$ cat src/rtl/uart_ctrl_pkg.sv
// Shared types and constants for the UART TX packet path.
// Holds the FSM encoding, byte/word widths and the byte-count encoding.
package uart_ctrl_pkg;

  localparam int unsigned BYTE_W = 8;
  localparam int unsigned WORD_W = 32;
  localparam int unsigned LEN_W  = 2;

  // req_len carries byte count minus one
  localparam logic [LEN_W-1:0] LEN_1 = 2'd0;
  localparam logic [LEN_W-1:0] LEN_2 = 2'd1;
  localparam logic [LEN_W-1:0] LEN_3 = 2'd2;
  localparam logic [LEN_W-1:0] LEN_4 = 2'd3;

  typedef enum logic [2:0] {
    S_IDLE      = 3'd0,
    S_SEND      = 3'd1,
    S_WAIT_ACK  = 3'd2,
    S_WAIT_DONE = 3'd3,
    S_FINISH    = 3'd4
  } state_t;

  // Little-endian byte pick: idx 0 is bits [7:0]
  function automatic logic [BYTE_W-1:0] byte_sel(input logic [WORD_W-1:0] word,
                                                 input logic [LEN_W-1:0]  idx);
    logic [BYTE_W-1:0] b;
    b = '0;
    for (int unsigned i = 0; i < (WORD_W / BYTE_W); i++) begin
      if (idx == LEN_W'(i)) b = word[i*BYTE_W +: BYTE_W];
    end
    return b;
  endfunction

endpackage

$ cat src/rtl/uart_tx_arbiter_if.sv
// Requester-side packet bus plus byte-level UART TX handshake.
// master: requesters and UART TX; slave: the arbiter.
interface uart_tx_arbiter_if #(
  parameter int unsigned N_REQ = 2
);
  import uart_ctrl_pkg::*;

  logic [N_REQ-1:0]        req;
  logic [WORD_W*N_REQ-1:0] req_data;
  logic [LEN_W*N_REQ-1:0]  req_len;
  logic [N_REQ-1:0]        grant;
  logic [N_REQ-1:0]        done;
  logic [BYTE_W-1:0]       tx_data;
  logic                    tx_start;
  logic                    tx_busy;
  logic                    busy;

  modport master (
    output req, req_data, req_len, tx_busy,
    input  grant, done, tx_data, tx_start, busy
  );

  modport slave (
    input  req, req_data, req_len, tx_busy,
    output grant, done, tx_data, tx_start, busy
  );

endinterface

$ cat src/rtl/rr_arbiter.sv
// Combinational round-robin pick: lowest requesting index at or above ptr,
// wrapping to 0. The pointer itself is owned by the caller.
module rr_arbiter #(
  parameter int unsigned N_REQ = 2,
  parameter int unsigned IDX_W = 1
) (
  input  logic [N_REQ-1:0] req,
  input  logic [IDX_W-1:0] ptr,
  output logic             valid_c,
  output logic [IDX_W-1:0] winner_c
);

  int unsigned pos;

  always_comb begin
    valid_c  = 1'b0;
    winner_c = '0;
    pos      = 0;
    for (int unsigned i = 0; i < N_REQ; i++) begin
      pos = 32'(ptr) + i;
      if (pos >= N_REQ) pos = pos - N_REQ;
      if (!valid_c && req[IDX_W'(pos)]) begin
        valid_c  = 1'b1;
        winner_c = IDX_W'(pos);
      end
    end
  end

endmodule

$ cat src/rtl/uart_tx_arbiter.sv
// Shares one UART transmitter among N_REQ word requesters: round-robin grant,
// latch the winner's word, then send 1-4 bytes LSB-first over start/busy.
module uart_tx_arbiter
  import uart_ctrl_pkg::*;
#(
  parameter int unsigned N_REQ = 2
) (
  input  logic             clk,
  input  logic             rst,
  uart_tx_arbiter_if.slave bus
);

  localparam int unsigned IDX_W = (N_REQ > 1) ? $clog2(N_REQ) : 1;

  state_t             state_q, state_d;
  logic [IDX_W-1:0]   ptr_q, ptr_d;
  logic [IDX_W-1:0]   cur_q, cur_d;
  logic [WORD_W-1:0]  word_q, word_d;
  logic [LEN_W-1:0]   len_q, len_d;
  logic [LEN_W-1:0]   idx_q, idx_d;
  logic [N_REQ-1:0]   grant_q, grant_d;
  logic [N_REQ-1:0]   done_q, done_d;
  logic [BYTE_W-1:0]  tx_data_q, tx_data_d;
  logic               tx_start_q, tx_start_d;
  logic               busy_q, busy_d;

  logic               win_valid_c;
  logic [IDX_W-1:0]   win_idx_c;
  logic [WORD_W-1:0]  win_word_c;
  logic [LEN_W-1:0]   win_len_c;
  logic [LEN_W-1:0]   idx_next_c;

  rr_arbiter #(
    .N_REQ (N_REQ),
    .IDX_W (IDX_W)
  ) u_rr_arbiter (
    .req      (bus.req),
    .ptr      (ptr_q),
    .valid_c  (win_valid_c),
    .winner_c (win_idx_c)
  );

  // Select the winner's word and length out of the flattened buses
  always_comb begin
    win_word_c = '0;
    win_len_c  = '0;
    for (int unsigned k = 0; k < N_REQ; k++) begin
      if (win_idx_c == IDX_W'(k)) begin
        win_word_c = bus.req_data[k*WORD_W +: WORD_W];
        win_len_c  = bus.req_len[k*LEN_W +: LEN_W];
      end
    end
  end

  assign idx_next_c = LEN_W'(idx_q + 1'b1);

  // State and output registers
  always_ff @(posedge clk) begin
    if (rst) begin
      state_q    <= S_IDLE;
      ptr_q      <= '0;
      cur_q      <= '0;
      word_q     <= '0;
      len_q      <= LEN_1;
      idx_q      <= '0;
      grant_q    <= '0;
      done_q     <= '0;
      tx_data_q  <= '0;
      tx_start_q <= 1'b0;
      busy_q     <= 1'b0;
    end else begin
      state_q    <= state_d;
      ptr_q      <= ptr_d;
      cur_q      <= cur_d;
      word_q     <= word_d;
      len_q      <= len_d;
      idx_q      <= idx_d;
      grant_q    <= grant_d;
      done_q     <= done_d;
      tx_data_q  <= tx_data_d;
      tx_start_q <= tx_start_d;
      busy_q     <= busy_d;
    end
  end

  // Next state; pulse outputs are computed one cycle ahead of their state.
  // Follow-on bytes go straight from WAIT_DONE to WAIT_ACK so tx_start lands
  // the cycle after tx_busy falls.
  always_comb begin
    state_d    = state_q;
    ptr_d      = ptr_q;
    cur_d      = cur_q;
    word_d     = word_q;
    len_d      = len_q;
    idx_d      = idx_q;
    grant_d    = '0;
    done_d     = '0;
    tx_data_d  = tx_data_q;
    tx_start_d = 1'b0;
    busy_d     = busy_q;

    unique case (state_q)
      S_IDLE: begin
        if (win_valid_c && !bus.tx_busy) begin
          cur_d   = win_idx_c;
          word_d  = win_word_c;
          len_d   = win_len_c;
          idx_d   = '0;
          grant_d = N_REQ'(1) << win_idx_c;
          busy_d  = 1'b1;
          state_d = S_SEND;
        end
      end

      S_SEND: begin
        tx_data_d  = byte_sel(word_q, idx_q);
        tx_start_d = 1'b1;
        state_d    = S_WAIT_ACK;
      end

      S_WAIT_ACK: begin
        if (bus.tx_busy) state_d = S_WAIT_DONE;
      end

      S_WAIT_DONE: begin
        if (!bus.tx_busy) begin
          if (idx_q == len_q) begin
            done_d  = N_REQ'(1) << cur_q;
            state_d = S_FINISH;
          end else begin
            idx_d      = idx_next_c;
            tx_data_d  = byte_sel(word_q, idx_next_c);
            tx_start_d = 1'b1;
            state_d    = S_WAIT_ACK;
          end
        end
      end

      S_FINISH: begin
        ptr_d   = (cur_q == IDX_W'(N_REQ - 1)) ? '0 : IDX_W'(cur_q + 1'b1);
        busy_d  = 1'b0;
        state_d = S_IDLE;
      end

      default: begin
        state_d = S_IDLE;
      end
    endcase
  end

  assign bus.grant    = grant_q;
  assign bus.done     = done_q;
  assign bus.tx_data  = tx_data_q;
  assign bus.tx_start = tx_start_q;
  assign bus.busy     = busy_q;

endmodule

$ cat src/flat_wrapper.sv
// flat-port wrapper written by rule: the top's interface ports become plain ports
module uart_tx_arbiter_flat import uart_ctrl_pkg::*;
#(
  parameter int unsigned N_REQ = 2
)
  (clk, rst, bus_req, bus_req_data, bus_req_len, bus_tx_busy, bus_grant, bus_done, bus_tx_data, bus_tx_start, bus_busy);
  uart_tx_arbiter_if #(.N_REQ(N_REQ)) bus_i ();
  input  logic clk;
  input  logic rst;
  input wire logic [$bits(bus_i.req)-1:0] bus_req;
  input wire logic [$bits(bus_i.req_data)-1:0] bus_req_data;
  input wire logic [$bits(bus_i.req_len)-1:0] bus_req_len;
  input wire logic [$bits(bus_i.tx_busy)-1:0] bus_tx_busy;
  output wire logic [$bits(bus_i.grant)-1:0] bus_grant;
  output wire logic [$bits(bus_i.done)-1:0] bus_done;
  output wire logic [$bits(bus_i.tx_data)-1:0] bus_tx_data;
  output wire logic [$bits(bus_i.tx_start)-1:0] bus_tx_start;
  output wire logic [$bits(bus_i.busy)-1:0] bus_busy;
  assign bus_i.req = bus_req;
  assign bus_i.req_data = bus_req_data;
  assign bus_i.req_len = bus_req_len;
  assign bus_i.tx_busy = bus_tx_busy;
  assign bus_grant = bus_i.grant;
  assign bus_done = bus_i.done;
  assign bus_tx_data = bus_i.tx_data;
  assign bus_tx_start = bus_i.tx_start;
  assign bus_busy = bus_i.busy;
  uart_tx_arbiter #(.N_REQ(N_REQ)) u_core (.clk(clk), .rst(rst), .bus(bus_i));
endmodule
$ cat config.mk
export PLATFORM = sky130hd
export DESIGN_NAME = uart_tx_arbiter_flat
export DESIGN_NICKNAME = d
export VERILOG_FILES = /design/src/rtl/uart_ctrl_pkg.sv /design/src/rtl/uart_tx_arbiter_if.sv /design/src/rtl/rr_arbiter.sv /design/src/rtl/uart_tx_arbiter.sv /design/src/flat_wrapper.sv
export SDC_FILE = /design/constraint.sdc
export NUM_CORES = 1
export LEC_CHECK = 0
export CORE_MARGIN = 5
export CORE_UTILIZATION = 50
export DETAILED_ROUTE_END_ITERATION = 12
export PLACE_DENSITY = 0.91
export SLEW_MARGIN = 20
export SYNTH_ARGS = -nofsm -noshare
export SYNTH_HDL_FRONTEND = slang
export SYNTH_HIERARCHICAL = 1
export SYNTH_SLANG_ARGS = --single-unit
$ cat constraint.sdc
create_clock -name clk -period 3.7 [get_ports clk]
set_input_delay 0.37 -clock clk [delete_from_list [all_inputs] [get_ports clk]]
set_output_delay 0.37 -clock clk [all_outputs]
set_load 0.05 [all_outputs]
==> metrics.yaml <==
critical_path:
  r2r_start: "u_core/idx_q[0]$_SDFFE_PP0P_"
  crit_start: "u_core/idx_q[0]$_SDFFE_PP0P_"
  crit_fanout: 27
  cp_cell_sequence: "ha_1 > nor2b_1 > a221o_1 > a31oi_1 > a311oi_1"
  cp-start-kind: "flip-flop"
  worstPathArrival_ns: 2.71
  critPathKind: "flip-flop to flip-flop"
  crit_slowest_cell: "ha_1"
  cpPeakStageDelay_ns: 0.80
  required_ns: 3.88
  endpoint_kind: "flip-flop"
die:
  initial_core_util_pct: 51.9
  core_area_sq_um: 5540
  dieArea_sq_um: 7360
  io_pins: 87
  die_w_um: 85.8
  die_y_um: 85.8
  rows: 27
clock_network:
  ctsHoldBuffers: 0
  cts_inserted_buffers: 5
  clkLatencyLatePin_ns: 0.30
  clock-sinks: 55
  ctsRootBufferMaster: "clkbuf_8"
  cts_setup_buffers: 0
  h-tree-depth: 2
  cts_buffer_depth: 2
  cts_tree: "yes"
  cts.clk_slew.worst_paths_ns: 0.09
  postCtsResizedCells: 0
global_routing:
  gr-usage-all-layers_pct: 21.2
  grt.overflow.total: 0
  grt_pass1_vias: 2690
  grt_antenna_before_repair: 0
  grt_max_degree: 36
  grt_first_pass_wirelength_mm: 12.6
power_and_ir_drop:
  power.leakage_nw: 1.42
  pwr_density_cell_nw_per_um2: 324
  vdd_drop_max_mv: 0.207
sta:
  setup_violations: 0
  fin_setup_tns_ns: 0
  hold_viol: 0
  tightestPinTransition_ns: 1.04
  grt_setup_unrepaired: "no"
  fin_worst_skew_ns: 0.00578
  slew_violations: 0
  timing.final.crit_share_pct: 68.5
  relSlewSlack_pct: 30.6
  fmax_ghz: 0.395
  min_period_ns: 2.53
logic_synthesis:
  avgSynthCellArea_sq_um: 8.55
  ys_ff_latch: 55
  synth.top_cells.by_area: "dfxtp_1 38%, mux2i_1 12%, nand2_1 7.2%, a21oi_1 4.7%, o21ai_1 3.5%"
  yosysWarnings: 6
  ys_seq_area_share_pct: 38.3
  synth_common_cells: "55 x dfxtp_1, 55 x nand2_1, 35 x mux2i_1"
  syn_inst: 336
  async_flop_share_pct: 0
  synth_flop_cell: "dfxtp_1"
  synth_edf_count: 0
  yosysTopAreaCell: "dfxtp_1"
  yosysTopAreaCellShare_pct: 38.3
  syn-cell-area_sq_um: 2870
  synth_cell_types: 48
  synth_nets: 415
cells_and_area:
  seqCellArea_sq_um: 1100
  antenna_cells: 0
  drive_above_1_share_pct: 5.38
  nNetsFinal: 487
  area_growth_syn_to_layout_pct: 33.5
  nFillCells: 470
  final_area_sq_um: 3830
  multiInputGateArea_sq_um: 1600
route:
  ant_nets: 0
  routed_wirelength_mm: 7.56
  drt_iter0_drc: 323
  vias: 2726
  vias_per_cell: 5.67
  wl_per_cell_um: 15.7
  firstDrtPassIters: 6
  post-route-drc-count: 0
outcome:
  status: "finished, final reports clean"
placement:
  postPlaceCellArea_sq_um: 3750
  gp_congestion: 0.938
  hpwl_mm: 5.79
  portBuffers: 86
worst_hold_path:
  min_path_type: "flip-flop to flip-flop"
  hp-start: "u_core/word_q[20]$_SDFFE_PP0P_"
run:
  drv_cap: 0
## metrics by stage
step	setup slack [ns]	util, %	hold WS, ns	instances	power [mW]
finish	1.17	69.2	0.459	481	1.24
global route	1.00	69.2	0.475	481	1.30
CTS	1.23	69.2	0.462	481	1.25
detailed placement	1.25	67.8	0.445	473	0.934
global placement	1.33	67.8	0.438	473	0.924
floorplan	1.91	-	0.425	336	0.809
## worst paths after layout
kind | to | depth (start not counted) | slack [ns]
max reg2reg | u_core/bus.tx_data[3]$_SDFFE_PP0P_ | 5 | 1.17
min | u_core/word_q[20]$_SDFFE_PP0P_ | 2 | 0.46
min reg2reg | u_core/word_q[20]$_SDFFE_PP0P_ | 2 | 0.46
max | u_core/bus.tx_data[3]$_SDFFE_PP0P_ | 5 | 1.17
## worst max-delay path, delay by kind of cell (launching register included)
family / cells / cell delay, ns
adder cells (fa/ha/maj): 1 / 0.80
AND/OR/NAND/NOR: 1 / 0.38
AO/OA/AOI/OAI: 3 / 0.69
flip-flops: 1 / 0.52
## final cells by class
class / instances / area share [%]
multi-input combinational: 239 / 41.8
tap: 72 / 2.35
timing repair buffer: 88 / 23.2
sequential: 55 / 28.7
inverter: 19 / 1.86
clock inverter: 1 / 0.131
clock buffer: 7 / 1.99
## metal layers
layer | vias to the layer above | track usage, % | wire length (um)
met5 | - | 0 | 0
met2 | 136 | 35.2 | 3610
met4 | 0 | 9.21 | 167
li1 | 1331 | - | -
met1 | 1242 | 26.1 | 3060
met3 | 17 | 4.90 | 729
## where the power goes
part	total, mW	leakage, nW	switching [mW]	internal, mW
Sequential	0.664	0.449	0.0341	0.630
Combinational	0.258	0.931	0.119	0.139
Clock	0.321	0.0422	0.188	0.133
Total	1.24	1.42	0.341	0.902
## sequential cells by signal, summed over array words and instances, names as in the netlist
register and count:
u_core/word_q 32, u_core/bus.tx_data 8, u_core/state_q 3, u_core/bus.done 2
u_core/bus.grant 2, u_core/idx_q 2, u_core/len_q 2, u_core/bus.busy 1
u_core/bus.tx_start 1, u_core/cur_q 1, u_core/ptr_q 1
## logic make-up after synthesis
kind of cell / after synthesis / share of synthesized area, %
AO/OA/AOI/OAI: 102 / 23.0
XOR/XNOR: 2 / 1.13
adder cells (fa/ha/maj): 6 / 2.61
buffers and inverters: 42 / 6.27
flip-flops: 55 / 38.3
multiplexers: 35 / 12.2
AND/OR/NAND/NOR: 94 / 16.5
## cells in the final DEF, fill, tap and decap left out, drive strengths merged, types with 6 or more instances in the layout
| master | Yosys | layout |
|---|---|---|
| a21oi | 28 | 28 |
| a221o | 10 | 10 |
| clkbuf | 9 | 7 |
| clkdlybuf4s50 | 0 | 86 |
| dfxtp | 55 | 55 |
| ha | 6 | 6 |
| inv | 19 | 19 |
| mux2i | 35 | 35 |
| nand2 | 56 | 56 |
| nor2 | 8 | 8 |
| o21ai | 40 | 40 |
Note: power is estimated with default switching activity, not from simulation.
